--- config.mk ---
export PLATFORM = sky130hd
export DESIGN_NAME = direction_queue
export DESIGN_NICKNAME = d
export VERILOG_FILES = /design/src/rtl/direction_queue.sv
export SDC_FILE = /design/constraint.sdc
export NUM_CORES = 1
export LEC_CHECK = 0
export ABC_AREA = 0
export CORE_MARGIN = 5
export CORE_UTILIZATION = 45
export CTS_BUF_LIST = sky130_fd_sc_hd__clkbuf_2
export DETAILED_ROUTE_END_ITERATION = 8
export GPL_ROUTABILITY_DRIVEN = 1
export PLACE_DENSITY_LB_ADDON = 0.2
export SYNTH_ARGS = -nofsm -noshare
export SYNTH_HDL_FRONTEND = slang
export SYNTH_SLANG_ARGS = --single-unit
--- constraint.sdc ---
create_clock -name clk -period 2.9 [get_ports clk]
set_input_delay 0.725 -clock clk [delete_from_list [all_inputs] [get_ports clk]]
set_output_delay 0.725 -clock clk [all_outputs]
set_load 0.02 [all_outputs]
--- src/rtl/direction_queue.sv ---
// Keypad scan-code to direction decoder with a small request FIFO.
// One buffered direction is released per game-step tick; redundant and reversing requests are filtered.
module direction_queue #(
    parameter int         KEY_W         = 5,
    parameter int         DEPTH         = 4,
    parameter logic [4:0] CODE_UP       = 5'h09,
    parameter logic [4:0] CODE_DOWN     = 5'h11,
    parameter logic [4:0] CODE_LEFT     = 5'h0c,
    parameter logic [4:0] CODE_RIGHT    = 5'h0e,
    parameter logic [1:0] INIT_DIR      = 2'b00,
    parameter bit         ALLOW_REVERSE = 1'b0
) (
    input  logic                       clk,
    input  logic                       rst,
    input  logic [KEY_W-1:0]           keyCode,
    input  logic                       keyReady,
    input  logic                       tick,
    input  logic                       overflow_clr,
    output logic [1:0]                 direction,
    output logic                       dir_changed,
    output logic [$clog2(DEPTH+1)-1:0] pending,
    output logic                       overflow
);
    localparam int PW = $clog2(DEPTH);
    localparam int CW = $clog2(DEPTH + 1);
    localparam logic [CW-1:0] FULL_CNT = CW'(DEPTH);

    logic [1:0]    fifo [DEPTH];
    logic [PW-1:0] rd_ptr, wr_ptr, last_idx;
    logic          prev_ready, armed;
    logic          key_event, cand_vld, full, pop, push, accept, ovf_set, is_rev;
    logic [1:0]    cand, ref_dir;

    // armed stays low for the first clock after reset so a key held through reset is not an event
    assign key_event = keyReady & ~prev_ready & armed;

    always_comb begin
        cand_vld = 1'b1;
        cand     = 2'b00;
        if (keyCode == KEY_W'(CODE_UP))         cand = 2'b00;
        else if (keyCode == KEY_W'(CODE_DOWN))  cand = 2'b01;
        else if (keyCode == KEY_W'(CODE_RIGHT)) cand = 2'b10;
        else if (keyCode == KEY_W'(CODE_LEFT))  cand = 2'b11;
        else                                    cand_vld = 1'b0;
    end

    assign last_idx = wr_ptr - 1'b1;
    assign ref_dir  = (pending != '0) ? fifo[last_idx] : direction;
    assign is_rev   = (cand[1] == ref_dir[1]) && (cand[0] != ref_dir[0]);
    assign accept   = key_event && cand_vld && (cand != ref_dir) && (ALLOW_REVERSE || !is_rev);
    assign full     = (pending == FULL_CNT);
    assign pop      = tick && (pending != '0);
    assign push     = accept && (!full || pop);
    assign ovf_set  = accept && full && !pop;

    always_ff @(posedge clk or posedge rst) begin
        if (rst) begin
            prev_ready  <= 1'b0;
            armed       <= 1'b0;
            rd_ptr      <= '0;
            wr_ptr      <= '0;
            pending     <= '0;
            direction   <= INIT_DIR;
            dir_changed <= 1'b0;
            overflow    <= 1'b0;
        end else begin
            prev_ready  <= keyReady;
            armed       <= 1'b1;
            dir_changed <= 1'b0;
            if (push) wr_ptr <= wr_ptr + 1'b1;
            if (pop) begin
                rd_ptr      <= rd_ptr + 1'b1;
                direction   <= fifo[rd_ptr];
                dir_changed <= (fifo[rd_ptr] != direction);
            end
            case ({push, pop})
                2'b10:   pending <= pending + 1'b1;
                2'b01:   pending <= pending - 1'b1;
                default: pending <= pending;
            endcase
            // a new drop outranks a clear arriving in the same cycle
            if (ovf_set)           overflow <= 1'b1;
            else if (overflow_clr) overflow <= 1'b0;
        end
    end

    always_ff @(posedge clk) begin
        if (push) fifo[wr_ptr] <= cand;
    end

endmodule

==> summary by stage, run 1 <==
GRT
For this run, the total global-route usage over all layers was measured as 0.113. The initial antenna violation count is 0. Summed over all layers, the global routing overflow is 0. Entering global routing, the biggest net connects 14 pins.

The number of global-route vias before repair is 645. The first global-routing pass estimated 2820 µm of wire.

Route
The average routed wire per standard cell is 13.3 µm. The routed wire length is 1780 µm. The first detailed-routing pass ran for 2 iterations. The number of nets still failing antenna checks after routing is 0.

The via density per instance is 4.88. Across all layers, the routed design uses 654 vias. The post-route DRC violation count is 0. The number of violations reported at the end of detailed-routing iteration 0 is 8.

Logic synthesis
The average instance in the mapped netlist occupies 13.5 µm². The post-synthesis register bit count is 21. The Yosys warning count is 0. By area the synthesized netlist is led by sky130_fd_sc_hd__dfrtp_1 (31%), sky130_fd_sc_hd__edfxtp_1 (23%), sky130_fd_sc_hd__mux4_2 (6.5%). The synthesized design spends more area on one cell type than any other, namely sky130_fd_sc_hd__dfrtp_1. The number of nets in the synthesized netlist is 93. The post-synthesis cell type count is 25. The cell count after synthesis is 77. Of the synthesized area, sequential elements account for 0.544. The portion of synthesized cell area occupied by the leading cell type is 0.313. After synthesis the cells add up to 1040 µm².

Timing
At the pin with the least slew margin, the transition time is 0.533 ns. The largest clock skew in the final design is 0.0201 ns. Final hold analysis gives a worst-case slack of 0.544 ns. Timing would allow up to 367 MHz. The number of hold violations in the final report is 0. For the finished layout, the period the worst path requires is 2.72 ns. The final max-slew violation count was 0. In this run the tightest slew margin relative to its limit is 0.644. In the finished design, the share of the clock period the worst path needs comes to 0.939. The number of failing setup endpoints in the final timing report is 0.

Floorplanning
After floorplanning, the core was sized to cover 2210 µm². The I/O pin count is 17. The vertical die dimension is 58.1 µm. The initial utilization of the core area, before any placement, comes to 0.470.

The standard-cell row count is 17. The die boundary width is 58.1 µm. The area of the die is 3370 µm².

Power
The power per unit of standard cell area is 824 nW/µm². The worst supply voltage drop on vdd is 383 µV. In this run the static leakage power is 0.560 nW.

Setup path
The startpoint identified for the worst register-to-register timing path is wr_ptr[1]. The worst-case register-to-register setup slack is 0.28 ns. The worst register-to-register path ends at pending[2]. The startpoint-to-endpoint class of the critical path is primary input to flip-flop. The worst setup path is captured at a flip-flop. For the worst setup path, the data arrival time is 2.99 ns.

The element type at the critical path start is a primary input. The worst register-to-register path has a depth of 13. In this run the worst path has a maximum fanout of 2.

The required time of the worst setup path is 3.17 ns.

Clock tree
The number of buffers inserted by hold repair at cts is 0. The clock drives 21 sinks. The buffer cell driving the clock tree root is sky130_fd_sc_hd__clkbuf_2. The number of H-tree levels is 1. After clock tree synthesis, the clock-pin slew on the worst setup and hold paths is 0.20 ns. The CTS tree is yes. TritonCTS created 3 clock buffers. The maximum buffer depth of the clock tree is 2.

The clock insertion delay at the later pin of the skew report is 0.32 ns.

Finish
The synthesis-to-finish area growth is 29.1%. Once layout is complete, the utilization of the core stands at 0.607. In the final design database the tool counted 123 nets. The proportion of layout cells with a drive suffix above 1 is 0.292. 0 antenna diodes ended up in the layout. With fillers left out, the area of the finished cells amounts to 1340 µm².

Hold path
The endpoint of the worst hold path is pending[2]. The worst hold path belongs to the class flip-flop to flip-flop. The worst hold path cell count is 1. The worst hold path begins at pending[2].

Status
The flow ran to the end, and the final reports show no timing, DRC or antenna violations.

Place
After legalization and detailed placement, the total HPWL measured 1310 µm. In this run the tool buffered the top-level ports with 16 buffer cells. The weighted congestion at the end of routability-driven global placement is 0.721.

The placed instance area is 1270 µm².

Run
The max-capacitance violation count is 0.
## worst max-delay path: stages
cell,delay (ns)
sky130_fd_sc_hd__clkdlybuf4s50_1,0.42
sky130_fd_sc_hd__or4b_2,0.64
sky130_fd_sc_hd__nor3b_2,0.19
sky130_fd_sc_hd__inv_1,0.06
sky130_fd_sc_hd__ha_1,0.15
sky130_fd_sc_hd__inv_1,0.06
sky130_fd_sc_hd__fa_2,0.33
sky130_fd_sc_hd__xor2_1,0.14
sky130_fd_sc_hd__nor2_1,0.13
sky130_fd_sc_hd__xor2_1,0.15
## state kept, by name (all words and copies together) (netlist names)
| signal | cells |
|---|---|
| armed | 1 |
| dir_changed | 1 |
| direction | 2 |
| overflow | 1 |
| prev_ready | 1 |
| wr_ptr | 2 |
| rd_ptr | 2 |
| pending | 3 |
| fifo | 8 |
## stage by stage
stage / setup WS, ns / cells / TNS, ns / total power, mW
2_1_floorplan: 0.231 / 77 / 0 / 0.761
6_report: 0.178 / 134 / 0 / 1.11
5_1_grt: -0.00233 / 134 / -0.00233 / 1.19
3_5_place_dp: -0.197 / 126 / -0.295 / 0.924
4_1_cts: 0.0484 / 130 / 0 / 1.05
3_3_place_gp: -0.142 / 126 / -0.239 / 0.913
## routing by layer
layer	wire [µm]	vias to the layer above	global-route usage	share of wire
met5	0	-	0	0
met4	17	0	0.0397	0.0095
met3	110	2	0.0490	0.062
met2	894	17	0.181	0.50
met1	759	309	0.136	0.43
li1	-	326	-	-
## cell usage in the layout (no fill, tap or decap), types with 2 or more instances in the layout
| cell | synthesis | final |
|---|---|---|
| sky130_fd_sc_hd__edfxtp_1 | 8 | 8 |
| sky130_fd_sc_hd__clkdlybuf4s50_1 | 0 | 16 |
| sky130_fd_sc_hd__xnor2_1 | 6 | 6 |
| sky130_fd_sc_hd__clkbuf_2 | 0 | 4 |
| sky130_fd_sc_hd__inv_1 | 10 | 8 |
| sky130_fd_sc_hd__nand2_1 | 3 | 3 |
| sky130_fd_sc_hd__dfrtp_1 | 13 | 12 |
| sky130_fd_sc_hd__xor2_1 | 3 | 3 |
| sky130_fd_sc_hd__inv_2 | 0 | 2 |
| sky130_fd_sc_hd__nand2b_1 | 2 | 2 |
| sky130_fd_sc_hd__mux4_2 | 3 | 3 |
| sky130_fd_sc_hd__buf_4 | 0 | 9 |
| sky130_fd_sc_hd__ha_1 | 5 | 4 |
| sky130_fd_sc_hd__nor2_1 | 3 | 3 |
| sky130_fd_sc_hd__and2_2 | 4 | 4 |
| sky130_fd_sc_hd__a21oi_1 | 2 | 2 |
| sky130_fd_sc_hd__mux2_2 | 2 | 2 |
## layout make-up
cell class	instances	area [µm²]
Inverter	10	37.5
Fill cell	180	870
Timing Repair Buffer	25	228
Sequential cell	21	567
Multi-Input combinational cell	46	455
Clock buffer	4	20.0
Tap cell	28	35.0
## synth_stat cells
master	n
sky130_fd_sc_hd__a21oi_1	2
sky130_fd_sc_hd__and2_2	4
sky130_fd_sc_hd__conb_1	1
sky130_fd_sc_hd__dfrtp_1	13
sky130_fd_sc_hd__edfxtp_1	8
sky130_fd_sc_hd__fa_1	1
sky130_fd_sc_hd__ha_1	5
sky130_fd_sc_hd__inv_1	10
sky130_fd_sc_hd__mux2_2	2
sky130_fd_sc_hd__mux2_4	1
sky130_fd_sc_hd__mux2i_1	2
sky130_fd_sc_hd__mux4_2	3
sky130_fd_sc_hd__nand2_1	3
sky130_fd_sc_hd__nand2b_1	2
sky130_fd_sc_hd__nor2_1	3
sky130_fd_sc_hd__nor3b_2	1
sky130_fd_sc_hd__nor4_1	1
sky130_fd_sc_hd__o2111ai_1	1
sky130_fd_sc_hd__o32a_1	1
sky130_fd_sc_hd__o32ai_1	1
sky130_fd_sc_hd__or3_1	1
sky130_fd_sc_hd__or3b_1	1
sky130_fd_sc_hd__or4b_2	1
sky130_fd_sc_hd__xnor2_1	6
sky130_fd_sc_hd__xor2_1	3
## worst max-delay path by stage
stage / start / endpoint / slack [ns] / cells past startpoint
finish: tick / pending[2] / 0.18 / 10
global route: wr_ptr[1] / pending[2] / -0.002 / 13
CTS: wr_ptr[0] / pending[2] / 0.05 / 13
detailed placement: tick / pending[2] / -0.20 / 10
global placement: tick / pending[2] / -0.14 / 10
floorplan: keyCode[1] / pending[2] / 0.23 / 11
## logic make-up (layout without fill, tap and decap cells)
kind of cell | count (synthesis) | count (layout) | synth area share
other | 1 | 1 | 0.00361
muxes | 8 | 8 | 0.120
buffers and inverters | 10 | 39 | 0.0361
xor gates and xnor gates | 9 | 9 | 0.0758
DFF | 21 | 21 | 0.544
and+or+nand+nor | 17 | 17 | 0.105
AOI/OAI and AO/OA | 5 | 5 | 0.0361
adders and majority gates | 6 | 6 | 0.0794
## timing repair
action,4_1_cts,5_1_grt
endpoints found under the setup margin,0,1
buffers inserted,0,4
gates resized for setup,0,6
## where the power goes
group | switching (mW) | total, mW | internal [mW] | leakage, nW
Sequential | 0.0750 | 0.455 | 0.380 | 0.228
Clock | 0.0858 | 0.122 | 0.0365 | 0.0166
Combinational | 0.231 | 0.529 | 0.298 | 0.315
Power figures use the tool's default switching activity.
==> inputs of run 2 (changes only) <==
Settings changed: CORE_MARGIN 5 to 2.
==> run 2 against run 1 <==
Effect of this change: die area shrank 20%; sequential share of layout area up 0.065 points; clock-buffer cell count decreased by 1; power down 3.0%; hold slack lost 0.025 ns; via count up 0.61%; clock power hardly changed; sequential power is 2% lower; largest cell class unchanged; highest routed layer unchanged.
==> summary by stage, run 2 (same netlist as run 1, synthesis figures left out) <==
Clock tree
The CTS tree is yes. Clock latency on the worst-skew pair, taken at its later pin, is 0.32 ns. The maximum buffer depth of the clock tree is 2. The total clock buffers created by CTS is 3. In this run the clock root is driven by a sky130_fd_sc_hd__clkbuf_2. CTS built an H-tree with a depth of 1. For this design, the CTS-stage hold fixing added 0 buffers.

The clock net in this run drives a total of 21 sinks. After clock tree synthesis, the clock-pin slew on the worst setup and hold paths is 0.21 ns.

Finish
Fill cells in the final layout number 193. The antenna diode instance count is 0. In the final design database the tool counted 122 nets. After the flow finishes, the layout carries non-filler instances totaling 133. The largest registers in the layout are fifo (8), pending (3). After routing the design area is 1340 µm². The register ranked first by flip-flop count is fifo.

The post-route core utilization is 0.611. Leaving out fill and tap cells, the most frequent cells in the layout are sky130_fd_sc_hd__clkdlybuf4s50_1 (16), sky130_fd_sc_hd__dfrtp_1 (13), sky130_fd_sc_hd__inv_1 (10). The synthesis-to-finish area growth is 28.6%.

In the final layout, the share of cells above drive strength 1 is 0.257. The sequential cells in the finished layout cover a total of 566 µm². The commonest non-fill, non-tap cell in the layout is sky130_fd_sc_hd__clkdlybuf4s50_1. In the final layout, the multi-input gates occupy 459 µm². The flip-flop count of the largest register, all copies and words added is 8.

Route
For this run, design rule violations remaining after detail routing come to 0. In the final routed layout, each cell accounts on average for 12.5 µm. In this run, the number of DRC markers left after iteration 0 of detailed routing was 4. The via density per instance is 4.95. The number of vias after detailed routing is 658. The number of detailed-routing iterations run before antenna repair is 3. Once detail routing completed, the nets flagged for antenna violations numbered 0. The routed wire length is 1660 µm.

Setup path
The number of cells on the worst reg-to-reg path is 13. STA classifies the critical path endpoint as a flip-flop. The slowest stage of the critical path belongs to the cell sky130_fd_sc_hd__clkdlybuf4s50_1. Across all register-to-register paths, the minimum setup slack is 0.22 ns.

The worst setup path is launched from a primary input. The required time of the worst setup path is 3.14 ns. The stage delay of the slowest cell on the critical path is 0.48 ns. Along the worst path, the maximum fanout reaches 3.

The startpoint-to-endpoint class of the critical path is primary input to flip-flop. Walking the worst path, the cells encountered are clkdlybuf4s50_1, or3b_1, a21oi_2, o2111ai_2, nor3b_2, inv_1, ha_1, inv_1, fa_1, xor2_1, nor2_1, xor2_1. The data arrival time at the worst-slack endpoint is 2.98 ns.

Power
The internal portion of the total power is 0.694 mW. The leakage dissipation is 0.562 nW. The worst supply voltage drop on vdd is 461 µV. In this run the power spent charging and discharging nets is 0.378 mW.

The sequential cell fraction of total power is 0.417. For this design the ratio of total power to cell area is 802 nW/µm². The clock network fraction of total power is 0.115. The switching power share of the total is 0.353. The share of total power dissipated in combinational logic is 0.468.

GRT
The largest net degree at the start of global routing is 14. The number of global-route vias before repair came to 672. Summed over all layers, the global routing overflow is 0. The global-route total usage across every layer is 0.146. The initial antenna violation count is 0. The first-pass GRT wire length is 2820 µm.

Timing
Of the available clock period, the critical path in the final layout requires 0.945. Setup violations remaining at the end of the flow were counted as 0. The tightest hold path in the finished design has a slack of 0.520 ns.

The largest clock skew in the final design is 0.00583 ns. The headroom to the max-slew limit is 0.648. The number of hold violations in the final report is 0.

The shortest clock period the worst path allows after layout is 2.74 ns. The final max-slew violation count is 0. At the pin with the least slew margin, the transition time is 0.527 ns. In the final timing run, aggregate negative setup slack is 0 ns.

Static timing analysis puts the maximum clock frequency at 365 MHz.

Floorplanning
The die boundary width is 52.1 µm. The area of the die is 2710 µm². The die is 52.1 µm tall.

The floorplan core area is 2190 µm². For this configuration, the core starts out at a cell density of 0.475. 17 I/O pins were placed. The standard-cell row count is 17.

Run
The max-capacitance violation count is 0.

Place
The total of buffers placed on input and output ports is 16. The instance count after placement with tap cells included is 128. The weighted congestion at the end of routability-driven global placement is 0.744. The placed instance area is 1290 µm². The HPWL after detailed placement is 1230 µm.

Hold path
The kind of path behind the tightest hold check is flip-flop to flip-flop. Along the worst hold path, the cell count comes to 1.

Status
The run finished with clean final reports.
-- run 2: worst max-delay path: cells and delay by family --
| kind | cells | cell delay [ns] |
|---|---|---|
| compound gates | 2 | 0.30 |
| xor+xnor | 2 | 0.29 |
| simple gates | 3 | 0.68 |
| buf+inv | 3 | 0.61 |
| fa+ha+maj | 2 | 0.37 |
-- run 2: what timing repair did --
item	in CTS	in global routing
resized for setup	0	3
endpoints found under the setup margin	0	1
buffers inserted	0	1
-- run 2: area by class of cell --
class,instances,area share
Multi-Input combinational cell,46,0.343
Clock inverter,1,0.00374
Inverter,10,0.0281
Timing Repair Buffer,24,0.165
Clock buffer,3,0.0112
Sequential cell,21,0.423
Tap cell,28,0.0262
-- run 2: routing by layer --
layer  vias up  GRT usage  part of all wire
met2        13      0.243              0.51
met1       323      0.172              0.44
met3         2     0.0259             0.034
met5         -          0                 0
li1        320          -                 -
met4         0     0.0921            0.0084
-- run 2: worst paths after layout --
kind | from | end
worst max register to register | wr_ptr[1] | pending[2]
worst min register to register | pending[2] | pending[2]
worst min-delay path | pending[2] | pending[2]
worst max-delay path | keyCode[0] | pending[2]
min in group asynchronous | rst | armed
max in group asynchronous | rst | rd_ptr[1]
-- run 2: per-stage QoR --
step | total power, mW | setup slack, ns
3_3_place_gp | 0.934 | -0.144
2_1_floorplan | 0.761 | 0.231
6_report | 1.07 | 0.160
3_5_place_dp | 0.943 | -0.209
4_1_cts | 1.07 | 0.149
5_1_grt | 1.16 | -0.00207
-- run 2: power groups by stage --
stage / logic (mW) / registers (mW) / clock network [mW]
floorplan: 0.259 / 0.502 / 0
global placement: 0.478 / 0.456 / 0
detailed placement: 0.485 / 0.457 / 0
CTS: 0.487 / 0.450 / 0.129
global route: 0.566 / 0.461 / 0.137
finish: 0.502 / 0.447 / 0.123
==> inputs of run 3 (changes only) <==
Settings changed: CAP_MARGIN set to 30, DONT_BUFFER_PORTS set to 1.
==> run 3 against run 2 <==
Effect of this change: clock-buffer cell count did not move; flip-flop and latch count unchanged; fmax up 1.4%; utilization is 9.0 points lower; critical endpoint unchanged; largest cell class unchanged; highest routed layer unchanged.
==> summary by stage, run 3 (same netlist as run 1, synthesis figures left out) <==
Place
The total of buffers placed on input and output ports is 0. Once placement finished, the instance area stood at 1100 µm². Timing analysis after detailed placement gives a worst setup slack of 0.184 ns. At the end of routability-driven placement, the weighted congestion stood at 0.700. The instance count after placement with tap cells included is 108.

Detailed placement ended at an HPWL of 1260 µm.

Power
The power per unit of standard cell area is 859 nW/µm². Of the total power, the share spent switching nets is 0.374. The worst supply voltage drop on vdd is 396 µV. The share of total power dissipated in combinational logic is 0.372.

The share of total power dissipated in the clock network is 0.118. In this run the static leakage power is 0.474 nW. The internal portion of total power is 0.614 mW. The power spent charging and discharging nets is 0.367 mW. The post-route total power is 0.980 mW. The share of total power dissipated in sequential elements is 0.511.

Hold path
The kind of path behind the tightest hold check is primary input to asynchronous set/reset pin.

Floorplanning
The area of the die is 2710 µm². The die boundary width is 52.1 µm. The starting utilization of the core area is 0.475.

The floorplan has 17 rows. The floorplan core area is 2190 µm². The I/O pin count is 17. The die is 52.1 µm tall.

Timing
The slew at the pin with the worst max-slew slack is 0.501 ns. The headroom to the max-slew limit is 0.665. The worst-case hold slack is 0.298 ns. The largest clock skew in the final design is 0.00179 ns. Static timing analysis puts the maximum clock frequency at 370 MHz. Setup violations remaining at the end of the flow were counted as 0. The post-route worst setup slack is 0.198 ns. Setup repair after global routing left no endpoint under its margin.

The shortest clock period the worst path allows after layout is 2.70 ns. In the finished design, the share of the clock period the worst path needs comes to 0.932. The number of hold violations in the final report is 0. The final max-slew violation count came to 0. The setup TNS is 0 ns.

Clock tree
The CTS tree is yes. In this run, post-CTS hold repair placed 0 buffers. The number of H-tree levels is 1. The total clock buffers created by CTS is 3. After clock tree synthesis, the clock-pin slew on the worst setup and hold paths is 0.19 ns. The buffer cell driving the clock tree root is sky130_fd_sc_hd__clkbuf_2. For the worst-skew pair, the clock arrives at the later sink with an insertion delay of 0.30 ns. Counting along the longest clock path gives a buffer depth of 2. The sink count of the clock tree is 21.

Run
The max-capacitance violation count is 0.

Finish
The commonest non-fill, non-tap cell in the layout is sky130_fd_sc_hd__dfrtp_1. The area growth from synthesis to layout is 9.75%. The final cell count without fillers is 113. The flip-flop count of the largest register, all copies and words added is 8. In the final layout, the registers with the most flip-flops are fifo (8), pending (3). In the layout the commonest cells are sky130_fd_sc_hd__dfrtp_1 (13), sky130_fd_sc_hd__inv_1 (8), sky130_fd_sc_hd__edfxtp_1 (8). The number of nets in the finished design is 102. The post-route core utilization is 0.521.

After filler insertion, the fill cell instance count of the layout stands at 190. After routing the design area is 1140 µm². Of the cells placed in the final design, the portion with a size suffix greater than 1 is 0.282. Counting flops per register, the top entry is fifo. The antenna diode instance count is 0.

Setup path
STA puts the critical path data required time at 3.15 ns. The worst-case register-to-register setup slack is 0.20 ns. Of all nets on the critical path, the largest fanout is 4.

The worst reg2reg path endpoint is pending[2]. Counting cells, the worst reg-to-reg path comes to 13. The startpoint-to-endpoint class of the critical path is flip-flop to flip-flop. The element type at the critical path start is a flip-flop.

The data arrival time at the worst-slack endpoint is 2.95 ns. The endpoint class of the critical path is a flip-flop. The worst register-to-register path begins at wr_ptr[1].

Route
The average routed wire per standard cell is 14.3 µm. The detailed router finished its first iteration with 6 violations. After detailed routing, the number of remaining DRC violations is 0. The number of nets still failing antenna checks after routing is 0. Summed over all layers, the routed wires come to 1620 µm.

The final route contains 577 vias. The via density per instance is 5.11. The number of detailed-routing iterations run before antenna repair is 4.

GRT
The global-route total usage across every layer is 0.144. The initial antenna violation count is 0. The aggregate global routing overflow is 0. The first global-routing pass estimated 2790 µm of wire. The number of global-route vias before repair is 644. Entering global routing, the biggest net connects 14 pins.

Status
The run finished with clean final reports.
run 3: cell count changes in the layout (fill, tap and decap cells not counted), moves of 2 or more:
cell	delta
sky130_fd_sc_hd__buf_4	-4
sky130_fd_sc_hd__inv_2	+2
sky130_fd_sc_hd__inv_1	-2
sky130_fd_sc_hd__clkdlybuf4s50_1	-16
run 3: worst max path at each step:
stage | start | to | slack [ns] | cells after the start
6_report | wr_ptr[1] | pending[2] | 0.20 | 13
4_1_cts | wr_ptr[1] | pending[2] | 0.14 | 13
2_1_floorplan | keyCode[1] | pending[2] | 0.23 | 11
3_5_place_dp | wr_ptr[1] | pending[2] | 0.18 | 13
3_3_place_gp | tick | pending[2] | 0.23 | 9
5_1_grt | wr_ptr[1] | pending[2] | 0.005 | 13
run 3: worst max-delay path, cell delays in order, from the launching register on:
cell and delay, ns:
sky130_fd_sc_hd__dfrtp_1 0.44, sky130_fd_sc_hd__inv_2 0.07, sky130_fd_sc_hd__ha_4 0.27, sky130_fd_sc_hd__mux4_2 0.30, sky130_fd_sc_hd__mux2i_2 0.19, sky130_fd_sc_hd__xor2_1 0.22
sky130_fd_sc_hd__nor3b_2 0.08, sky130_fd_sc_hd__inv_1 0.06, sky130_fd_sc_hd__ha_1 0.17, sky130_fd_sc_hd__inv_1 0.06, sky130_fd_sc_hd__fa_1 0.37, sky130_fd_sc_hd__xor2_1 0.15
sky130_fd_sc_hd__nor2_1 0.12, sky130_fd_sc_hd__xor2_1 0.15
run 3: final cells by class:
| cell class | instances | area, µm² | share of cell area |
|---|---|---|---|
| Sequential cell | 21 | 566 | 0.496 |
| Inverter | 10 | 37.5 | 0.0329 |
| Clock inverter | 1 | 5.00 | 0.00439 |
| Clock buffer | 3 | 15.0 | 0.0132 |
| Tap cell | 28 | 35.0 | 0.0307 |
| Multi-Input combinational cell | 46 | 453 | 0.397 |
| Timing Repair Buffer | 4 | 30.0 | 0.0263 |
run 3: power groups by stage:
stage	clock network, mW	registers [mW]	logic, mW
2_1_floorplan	0	0.502	0.259
4_1_cts	0.126	0.501	0.336
6_report	0.115	0.501	0.364
3_3_place_gp	0	0.506	0.322
3_5_place_dp	0	0.508	0.333
5_1_grt	0.134	0.515	0.418
run 3: per-layer routing:
metal  vias up  wire (µm)  GRT usage
met2        15        810      0.230
li1        281          -          -
met5         -          0          0
met3         2         76     0.0316
met4         0          9     0.0658
met1       279        720      0.187
run 3: repair_timing:
item,4_1_cts,5_1_grt
endpoints found under the setup margin,0,1
buffers inserted,0,1
resized for setup,0,4
